--- src/rtl/cv32e40p_ft_pkg.sv ---
// Shared types and defaults for the permanent-fault tracker.
// Each replica's health is an FT_* state plus a leaky error counter.
package cv32e40p_ft_pkg;

  localparam int FT_N_ALU     = 4;
  localparam int FT_N_MULT    = 3;
  localparam int FT_CNT_W     = 6;
  localparam int FT_THRESHOLD = 16;
  localparam int FT_DECAY_W   = 12;
  localparam int FT_MAX_REPL  = 8;

  typedef enum logic [1:0] {
    FT_OK      = 2'd0,
    FT_SUSPECT = 2'd1,
    FT_FAULTY  = 2'd2
  } ft_health_e;

  // True when two or more bits are set: clearing the lowest set bit leaves something behind.
  function automatic logic ft_multi_hot(input logic [FT_MAX_REPL-1:0] v);
    return |(v & (v - 8'd1));
  endfunction

endpackage

--- src/rtl/cv32e40p_ft_err_counter_ft.sv ---
// Health FSM and saturating leaky counter for one replica.
// A FAULTY replica stays faulty until clear or reset.
module cv32e40p_ft_err_counter_ft
  import cv32e40p_ft_pkg::*;
#(
  parameter int CNT_W     = FT_CNT_W,
  parameter int THRESHOLD = FT_THRESHOLD
) (
  input  logic       clk,
  input  logic       rst_n,
  input  logic       clear,
  input  logic       inc,
  input  logic       dec,
  output ft_health_e state,
  output logic       faulty,
  output logic       rise
);

  localparam logic [CNT_W-1:0] L_ZERO = {CNT_W{1'b0}};
  localparam logic [CNT_W-1:0] L_ONE  = CNT_W'(1);
  localparam logic [CNT_W-1:0] L_THR  = CNT_W'(THRESHOLD);

  ft_health_e       r_state;
  ft_health_e       w_state_nxt;
  logic [CNT_W-1:0] r_cnt;
  logic [CNT_W-1:0] w_cnt_nxt;

  // State and counter register
  always_ff @(posedge clk or negedge rst_n) begin
    if (!rst_n) begin
      r_state <= FT_OK;
      r_cnt   <= L_ZERO;
    end else begin
      r_state <= w_state_nxt;
      r_cnt   <= w_cnt_nxt;
    end
  end

  // Next state: clear wins; an error and a decay tick together cancel out
  always_comb begin
    w_state_nxt = r_state;
    w_cnt_nxt   = r_cnt;
    if (clear) begin
      w_state_nxt = FT_OK;
      w_cnt_nxt   = L_ZERO;
    end else begin
      case (r_state)
        FT_OK: begin
          if (inc) begin
            w_cnt_nxt   = L_ONE;
            w_state_nxt = (L_ONE == L_THR) ? FT_FAULTY : FT_SUSPECT;
          end else begin
            w_cnt_nxt   = L_ZERO;
            w_state_nxt = FT_OK;
          end
        end
        FT_SUSPECT: begin
          if (inc && !dec) begin
            w_cnt_nxt   = r_cnt + L_ONE;
            w_state_nxt = ((r_cnt + L_ONE) == L_THR) ? FT_FAULTY : FT_SUSPECT;
          end else if (dec && !inc) begin
            w_cnt_nxt   = r_cnt - L_ONE;
            w_state_nxt = (r_cnt == L_ONE) ? FT_OK : FT_SUSPECT;
          end else begin
            w_cnt_nxt   = r_cnt;
            w_state_nxt = FT_SUSPECT;
          end
        end
        FT_FAULTY: begin
          w_cnt_nxt   = r_cnt;
          w_state_nxt = FT_FAULTY;
        end
        default: begin
          w_cnt_nxt   = L_ZERO;
          w_state_nxt = FT_OK;
        end
      endcase
    end
  end

  // Outputs decoded from the registered state; rise flags the edge into FAULTY
  always_comb begin
    state  = r_state;
    faulty = (r_state == FT_FAULTY);
    rise   = (w_state_nxt == FT_FAULTY) && (r_state != FT_FAULTY);
  end

endmodule

--- src/rtl/cv32e40p_perm_fault_tracker_ft.sv ---
// Turns per-cycle voter disagreements into sticky per-replica faulty flags
// for the ALU/MULT replica dispatcher and the CSR interface.
module cv32e40p_perm_fault_tracker_ft
  import cv32e40p_ft_pkg::*;
#(
  parameter int N_ALU     = FT_N_ALU,
  parameter int N_MULT    = FT_N_MULT,
  parameter int CNT_W     = FT_CNT_W,
  parameter int THRESHOLD = FT_THRESHOLD,
  parameter int DECAY_W   = FT_DECAY_W
) (
  input  logic              clk,
  input  logic              rst_n,
  input  logic              alu_vote_valid_i,
  input  logic [N_ALU-1:0]  alu_err_i,
  input  logic              mult_vote_valid_i,
  input  logic [N_MULT-1:0] mult_err_i,
  input  logic              clear_i,
  output logic [N_ALU-1:0]  permanent_faulty_alu_o,
  output logic [N_MULT-1:0] permanent_faulty_mult_o,
  output logic              new_fault_o,
  output logic              no_majority_o,
  output logic [N_ALU-1:0]  alu_suspect_o,
  output logic [N_MULT-1:0] mult_suspect_o
);

  logic [DECAY_W-1:0]     r_decay_cnt;
  logic                   w_tick;
  logic [N_ALU-1:0]       w_alu_faulty;
  logic [N_ALU-1:0]       w_alu_masked;
  logic [N_ALU-1:0]       w_alu_inc;
  logic [N_ALU-1:0]       w_alu_rise;
  logic [N_ALU-1:0]       w_alu_suspect;
  logic [N_MULT-1:0]      w_mult_faulty;
  logic [N_MULT-1:0]      w_mult_masked;
  logic [N_MULT-1:0]      w_mult_inc;
  logic [N_MULT-1:0]      w_mult_rise;
  logic [N_MULT-1:0]      w_mult_suspect;
  logic [FT_MAX_REPL-1:0] w_alu_ext;
  logic [FT_MAX_REPL-1:0] w_mult_ext;
  logic                   w_alu_multi;
  logic                   w_mult_multi;
  logic                   w_alu_nm;
  logic                   w_mult_nm;
  ft_health_e             w_alu_state  [N_ALU];
  ft_health_e             w_mult_state [N_MULT];
  logic                   r_new_fault;
  logic                   r_no_majority;

  // Free-running decay window, restarted by software clear
  always_ff @(posedge clk or negedge rst_n) begin
    if (!rst_n) begin
      r_decay_cnt <= {DECAY_W{1'b0}};
    end else if (clear_i) begin
      r_decay_cnt <= {DECAY_W{1'b0}};
    end else begin
      r_decay_cnt <= r_decay_cnt + DECAY_W'(1);
    end
  end

  assign w_tick = &r_decay_cnt;

  // Majority masking: already-faulty replicas are ignored, and only a lone dissenter is charged
  always_comb begin
    w_alu_masked  = alu_err_i & ~w_alu_faulty;
    w_mult_masked = mult_err_i & ~w_mult_faulty;
    w_alu_ext                = {FT_MAX_REPL{1'b0}};
    w_alu_ext[N_ALU-1:0]     = w_alu_masked;
    w_mult_ext               = {FT_MAX_REPL{1'b0}};
    w_mult_ext[N_MULT-1:0]   = w_mult_masked;
    w_alu_multi  = ft_multi_hot(w_alu_ext);
    w_mult_multi = ft_multi_hot(w_mult_ext);
    w_alu_nm     = alu_vote_valid_i & w_alu_multi;
    w_mult_nm    = mult_vote_valid_i & w_mult_multi;
    if (alu_vote_valid_i && !w_alu_multi) begin
      w_alu_inc = w_alu_masked;
    end else begin
      w_alu_inc = {N_ALU{1'b0}};
    end
    if (mult_vote_valid_i && !w_mult_multi) begin
      w_mult_inc = w_mult_masked;
    end else begin
      w_mult_inc = {N_MULT{1'b0}};
    end
  end

  for (genvar g = 0; g < N_ALU; g++) begin : g_alu
    cv32e40p_ft_err_counter_ft #(
      .CNT_W     (CNT_W),
      .THRESHOLD (THRESHOLD)
    ) u_cnt (
      .clk    (clk),
      .rst_n  (rst_n),
      .clear  (clear_i),
      .inc    (w_alu_inc[g]),
      .dec    (w_tick),
      .state  (w_alu_state[g]),
      .faulty (w_alu_faulty[g]),
      .rise   (w_alu_rise[g])
    );
    assign w_alu_suspect[g] = (w_alu_state[g] == FT_SUSPECT);
  end

  for (genvar g = 0; g < N_MULT; g++) begin : g_mult
    cv32e40p_ft_err_counter_ft #(
      .CNT_W     (CNT_W),
      .THRESHOLD (THRESHOLD)
    ) u_cnt (
      .clk    (clk),
      .rst_n  (rst_n),
      .clear  (clear_i),
      .inc    (w_mult_inc[g]),
      .dec    (w_tick),
      .state  (w_mult_state[g]),
      .faulty (w_mult_faulty[g]),
      .rise   (w_mult_rise[g])
    );
    assign w_mult_suspect[g] = (w_mult_state[g] == FT_SUSPECT);
  end

  // Event pulses, visible the cycle after the vote that caused them
  always_ff @(posedge clk or negedge rst_n) begin
    if (!rst_n) begin
      r_new_fault   <= 1'b0;
      r_no_majority <= 1'b0;
    end else if (clear_i) begin
      r_new_fault   <= 1'b0;
      r_no_majority <= 1'b0;
    end else begin
      r_new_fault   <= (|w_alu_rise) | (|w_mult_rise);
      r_no_majority <= w_alu_nm | w_mult_nm;
    end
  end

  assign permanent_faulty_alu_o  = w_alu_faulty;
  assign permanent_faulty_mult_o = w_mult_faulty;
  assign alu_suspect_o           = w_alu_suspect;
  assign mult_suspect_o          = w_mult_suspect;
  assign new_fault_o             = r_new_fault;
  assign no_majority_o           = r_no_majority;

endmodule

--- config.mk ---
export PLATFORM = sky130hd
export DESIGN_NAME = cv32e40p_perm_fault_tracker_ft
export DESIGN_NICKNAME = d
export VERILOG_FILES = /design/src/rtl/cv32e40p_ft_pkg.sv /design/src/rtl/cv32e40p_ft_err_counter_ft.sv /design/src/rtl/cv32e40p_perm_fault_tracker_ft.sv
export SDC_FILE = /design/constraint.sdc
export NUM_CORES = 1
export LEC_CHECK = 0
export BUFFER_PORTS_ARGS = -buffer_cell sky130_fd_sc_hd__clkbuf_2
export CAP_MARGIN = 20
export CORE_MARGIN = 2
export CORE_UTILIZATION = 50
export CTS_BUF_LIST = sky130_fd_sc_hd__clkbuf_8
export CTS_CLUSTER_SIZE = 12
export DETAILED_ROUTE_END_ITERATION = 10
export PLACE_DENSITY = 0.67
export SYNTH_ARGS = -nofsm -noshare
export SYNTH_HDL_FRONTEND = slang
export SYNTH_SLANG_ARGS = --single-unit
--- constraint.sdc ---
create_clock -name clk -period 5.2 [get_ports clk]
set_input_delay 1.04 -clock clk [delete_from_list [all_inputs] [get_ports clk]]
set_output_delay 1.04 -clock clk [all_outputs]
set_load 0.01 [all_outputs]
After elaboration in Yosys (flattened, before gate mapping). Cells that the tools add are included.

Flip-flop bits (word level): 70. Input port bits: 12. Word-level logic and storage cells: 241. Output and inout port bits: 16.

Multiplexer cells: 89. Bitwise operators: 10. Reduce and logical (&&, ||, !) cells: 52. $add $sub $neg: 17. Eq/ne operators: 56.

Operator list (count): 2-to-1 mux 6 bit (21); one-hot mux 6 bit (3 select lines) (7); 2-to-1 mux 2 bit (28); adder 6 x 1 -> 6 bit (second input constant) (7); equality test 6 x 1 -> 1 bit (second input constant) (7); equality test 6 x 5 -> 1 bit (second input constant) (7); one-hot mux 2 bit (3 select lines) (7); subtractor 6 x 1 -> 6 bit (second input constant) (7); equality test 2 bit (second input constant) (14); inequality test 2 bit (second input constant) (14); inequality test 4 x 2 -> 1 bit (second input constant) (7); logical AND 1 bit (23); 2-to-1 mux 1 bit (23); OR reduction 8 bit (2); equality test 2 x 1 -> 1 bit (second input constant) (7); zero test 2 bit (7); AND reduction 2 bit (7); adder 12 x 1 -> 12 bit (second input constant) (1); 2-to-1 mux 12 bit (1); AND reduction 12 bit (1); zero test 1 bit (10); bitwise AND 3 x 8 -> 8 bit (1); bitwise AND 4 x 8 -> 8 bit (1); subtractor 4 x 1 -> 5 bit (second input constant) (1); 11 further kinds (13).

Longest topological paths before layout.
Depth after elaboration: 20. Mapped depth: 13. Mapped depth without buffers: 12.

Modules after synthesis. Synthesis repeated with hierarchy kept, for this count alone.

Cell total of the unflattened synthesis: 626. Area, all modules: 5336.4 µm².

By module, submodules not included: cv32e40p_ft_err_counter_ft (times used 7, cells an instance 76, area each 648.1 µm²); cv32e40p_perm_fault_tracker_ft (times used 1, cells an instance 94, area each 799.5 µm²).

Worst setup path before layout. Ideal clock, no wire load.

Kind: in2reg. Start: input port alu_err_i[3]. End: register g_alu[0].u_cnt.r_cnt[5]. Slack: 2.297 ns. Library setup time: 0.136 ns. Stages: 10. Arrival time: 2.767 ns. Path through: inv_1 -> o21ai_2 -> nor4_4 -> ha_1 -> buf_6 -> or4_4 -> o22ai_1 -> a21oi_1 -> o21ai_1 -> a21oi_1.

Longest elaborated chain between the ends: 11. Elaborated cells on any way between the ends: 15.

Ends and longest elaborated chain: start: declaration (line cv32e40p_perm_fault_tracker_ft.sv:15) `input logic [N_ALU-1:0] alu_err_i,`; bitwise AND 4 bit (*) (line cv32e40p_perm_fault_tracker_ft.sv:65) `w_alu_masked = alu_err_i & ~w_alu_faulty;`; subtractor 4 x 1 -> 5 bit (line cv32e40p_ft_pkg.sv:20) `return |(v & (v - 8'd1));`; bitwise AND 4 x 8 -> 8 bit (*) (line cv32e40p_ft_pkg.sv:20); OR reduction 8 bit (*) (line cv32e40p_ft_pkg.sv:20); zero test 1 bit (*) (line cv32e40p_perm_fault_tracker_ft.sv:75) `if (alu_vote_valid_i && !w_alu_multi) begin`; logical AND 1 bit (*) (line cv32e40p_perm_fault_tracker_ft.sv:75); 2-to-1 mux 4 bit (*) (line cv32e40p_perm_fault_tracker_ft.sv:75); logical AND 1 bit or zero test 1 bit (tied branches) (line cv32e40p_ft_err_counter_ft.sv:58, cv32e40p_ft_err_counter_ft.sv:61); 2-to-1 mux 6 bit or logical AND 1 bit (tied branches) (line cv32e40p_ft_err_counter_ft.sv:58, cv32e40p_ft_err_counter_ft.sv:61); one-hot mux 6 bit (3 select lines) or inequality test 4 x 2 -> 1 bit (tied branches); 2-to-1 mux 6 bit or AND reduction 2 bit (tied branches); end signal: assignment (line cv32e40p_ft_err_counter_ft.sv:35) `r_cnt <= w_cnt_nxt;`; end: declaration (line cv32e40p_ft_err_counter_ft.sv:25) `logic [CNT_W-1:0] r_cnt;`.

Every way passes the cells marked *; elsewhere a longest branch is shown, timed or not. A chain may end at the register's enable or synchronous reset.

Final worst setup path.
Start: register r_decay_cnt[4]. End: register g_alu[3].u_cnt.r_cnt[5].

Longest elaborated chain between the ends: 6. Elaborated cells on any way between the ends: 9.

Ends and longest elaborated chain: start: declaration (line cv32e40p_perm_fault_tracker_ft.sv:27) `logic [DECAY_W-1:0] r_decay_cnt;`; start signal: assignment (line cv32e40p_perm_fault_tracker_ft.sv:53) `r_decay_cnt <= {DECAY_W{1'b0}};`; start signal: assignment (line cv32e40p_perm_fault_tracker_ft.sv:55) `r_decay_cnt <= {DECAY_W{1'b0}};`; start signal: assignment (line cv32e40p_perm_fault_tracker_ft.sv:57) `r_decay_cnt <= r_decay_cnt + DECAY_W'(1);`; AND reduction 12 bit (*) (line cv32e40p_perm_fault_tracker_ft.sv:61) `assign w_tick = &r_decay_cnt;`; zero test 1 bit (line cv32e40p_ft_err_counter_ft.sv:58) `if (inc && !dec) begin`; logical AND 1 bit (line cv32e40p_ft_err_counter_ft.sv:58); 2-to-1 mux 6 bit (line cv32e40p_ft_err_counter_ft.sv:58); one-hot mux 6 bit (3 select lines) (line cv32e40p_ft_err_counter_ft.sv:47) `case (r_state)`; 2-to-1 mux 6 bit (line cv32e40p_ft_err_counter_ft.sv:43) `if (clear) begin`; end signal: assignment (line cv32e40p_ft_err_counter_ft.sv:35); end: declaration (line cv32e40p_ft_err_counter_ft.sv:25).

Marked as above.

==> results.py <==
metrics = {
    "timing": {
        "worst_pin_slew_ns": 0.947,
        "skew_ns": 0.0104,
        "period_needed_ns": 3.19,
        "grt_setup_unrepaired": "false",
        "setup_tns_ns": 0,
        "max_freq_mhz": 313,
        "holdWs_ns": 0.443,
        "hold_viol_final": 0,
        "drv_slew": 0,
        "fin_crit_sh": 0.614,
        "finalSetupViolations": 0,
        "slew_headroom": 0.369,
    },
    "detailed_routing": {
        "drtIter0Drc": 316,
        "drtPass1Iterations": 5,
        "num_vias": 4471,
        "drt_wl_total_um": 11500,
        "drc": 0,
        "ant_nets": 0,
        "vias_per_cell": 5.85,
        "post_drt_wl_per_cell_um": 15.0,
    },
    "pwr": {
        "fin_total_pwr_mw": 1.03,
        "irDropWorstVdd_mv": 0.165,
        "power_density_mw_per_mm2": 187,
        "p_leak_nw": 2.69,
    },
    "setup_path": {
        "slowest_delay_ns": 0.58,
        "crit_arrival_ns": 3.38,
        "end_kind": "register",
        "critical_path_buf_inv_count": 0,
        "crit_fanout": 9,
        "crit_required_ns": 5.39,
        "slowest_stage": "or4_1",
        "path_class": "register to register",
        "path_cells": "and4_1 > and4_1 > nand4_1 > ha_1 > or4_1 > nor3_1 > o21bai_1 > mux2i_1 > a21oi_1",
        "critPathLaunchType": "register",
        "cp_top_family": "simple AND/OR/NAND/NOR gates",
        "cpMostUsedCell": "and4_1",
    },
    "floorplanning": {
        "rows": 37,
        "dieArea_mm2": 0.0113,
        "ios": 28,
        "start_util": 0.511,
        "die_w_um": 106,
        "core_mm2": 0.0103,
        "dieHeight_um": 106,
    },
    "cts": {
        "clk-insertion-delay-late_ns": 0.35,
        "htreeDepth": 3,
        "cts_tree": "done",
        "hold_buffers": 0,
        "root_buffer": "clkbuf_8",
        "ctsResizeCount": 0,
        "clk_path_buf_depth": 2,
        "clock_sinks": 70,
        "cts.clk_slew.worst_paths_ns": 0.07,
        "post_cts_buffers": 0,
        "cts_buffers": 9,
    },
    "global_routing": {
        "groute.usage.overall": 0.213,
        "grt_overflow_total": 0,
        "antenna_found_initial": 0,
        "first_global_vias": 4157,
        "grt_pass1_wl_um": 19900,
        "grt_max_degree": 45,
    },
    "yosys": {
        "synth.distinct_cells": 65,
        "synth_edf_count": 0,
        "synth_nets": 675,
        "netlist_area_mm2": 0.00525,
        "synth_ff_type": "dfrtp_1",
        "synth_area_per_cell_um2": 8.38,
        "synth_warnings": 0,
        "synthArstFlopShare": 1.00,
        "ys_seq_area_frac": 0.334,
        "synth-seq-cells": 70,
        "syn_inst": 627,
    },
    "min_path": {
        "hold_class": "register to register",
    },
    "final_layout": {
        "final_area_mm2": 0.00552,
        "most-common-layout-cells": "71 x nor2_1, 70 x dfrtp_1, 46 x nand2_1",
        "nFillCells": 984,
        "area_growth_pct": 5.10,
        "seqCellArea_mm2": 0.00175,
        "layout-drive-gt1-share": 0.108,
        "multi_input_area_mm2": 0.00311,
        "n_antenna_cell": 0,
        "final_nets": 671,
        "utilization": 0.537,
        "layout_commonest_cell": "nor2_1",
    },
    "placed_design": {
        "portBuffers": 27,
        "dpl-instance-area_mm2": 0.00535,
        "globalplace.congestion": 0.847,
        "detailed_place_hpwl_um": 8060,
    },
    "job": {
        "cap_viol_max_count": 0,
    },
    "status": {
        "status": "complete, no violations",
    },
}
## layout make-up
| type | instances | area share |
|---|---|---|
| timing repair buffer | 29 | 0.0272 |
| sequential | 70 | 0.317 |
| multi-input combinational | 469 | 0.564 |
| clock buffer | 10 | 0.0249 |
| inverter | 44 | 0.0299 |
| tap | 136 | 0.0308 |
| clock inverter | 6 | 0.00544 |
## routing by layer
metal | track usage | part of all wire | vias to the layer above
li1 | - | - | 2208
met1 | 0.290 | 0.48 | 2162
met2 | 0.351 | 0.48 | 88
met3 | 0.0411 | 0.034 | 13
met4 | 0.0538 | 0.013 | 0
met5 | 0 | 0 | -
## final timing paths
kind,startpoint,endpoint,slack [ns],cells after the start
min in group asynchronous,rst_n,g_mult[1].u_cnt.r_cnt[4]$_DFFE_PN0P_,0.75,1
hold / removal,r_decay_cnt[0]$_DFF_PN0_,r_decay_cnt[0]$_DFF_PN0_,0.44,1
max in group asynchronous,rst_n,r_decay_cnt[11]$_DFF_PN0_,3.46,2
setup reg to reg,r_decay_cnt[4]$_DFF_PN0_,g_alu[3].u_cnt.r_cnt[5]$_DFFE_PN0P_,2.01,9
hold reg to reg,r_decay_cnt[0]$_DFF_PN0_,r_decay_cnt[0]$_DFF_PN0_,0.44,1
setup / recovery,r_decay_cnt[4]$_DFF_PN0_,g_alu[3].u_cnt.r_cnt[5]$_DFFE_PN0P_,2.01,9
## kinds of logic after synthesis
| kind of cell | count (synthesis) | synth area share |
|---|---|---|
| xor+xnor | 31 | 0.0517 |
| simple gates | 260 | 0.274 |
| flops | 70 | 0.334 |
| fa+ha+maj | 37 | 0.0877 |
| compound gates | 127 | 0.153 |
| mux | 14 | 0.0267 |
| buf+inv | 88 | 0.0734 |
## metrics by stage
step                cells  setup slack, ns
global placement      748             2.05
CTS                   764             1.97
finish                764             2.01
detailed placement    748             1.93
global route          764             1.78
floorplan             627             2.30
## flip-flops by register name, summed over array words and instances, names as in the netlist
signal	cells
g_alu.u_cnt.r_cnt	24
g_alu.u_cnt.state	8
g_mult.u_cnt.r_cnt	18
g_mult.u_cnt.state	6
new_fault_o	1
no_majority_o	1
r_decay_cnt	12
## worst reg2reg max path, cell delays in order (launching register included)
cell and delay, ns:
dfrtp_1 0.40, and4_1 0.27, and4_1 0.26, nand4_1 0.50
ha_1 0.56, or4_1 0.58, nor3_1 0.14, o21bai_1 0.11
mux2i_1 0.15, a21oi_1 0.08
## power by group
part           internal [mW]  switching [mW]
Combinational         0.0305          0.0614
Sequential             0.549         0.00616
Clock                  0.180           0.204
Total                  0.760           0.271
## cells in the mapped netlist (20+ instances only)
master     n  area share
xor2_1    25       0.042
a21oi_1   42       0.040
a22oi_1   20       0.029
o21ai_0   28       0.027
ha_1      36       0.086
clkbuf_1  21       0.015
nand2_1   46       0.033
nand3_1   25       0.024
dfrtp_1   70        0.33
nor2_1    71       0.051
nand4_1   22       0.026
inv_1     42       0.030
Note: power is estimated with default switching activity, not from simulation.
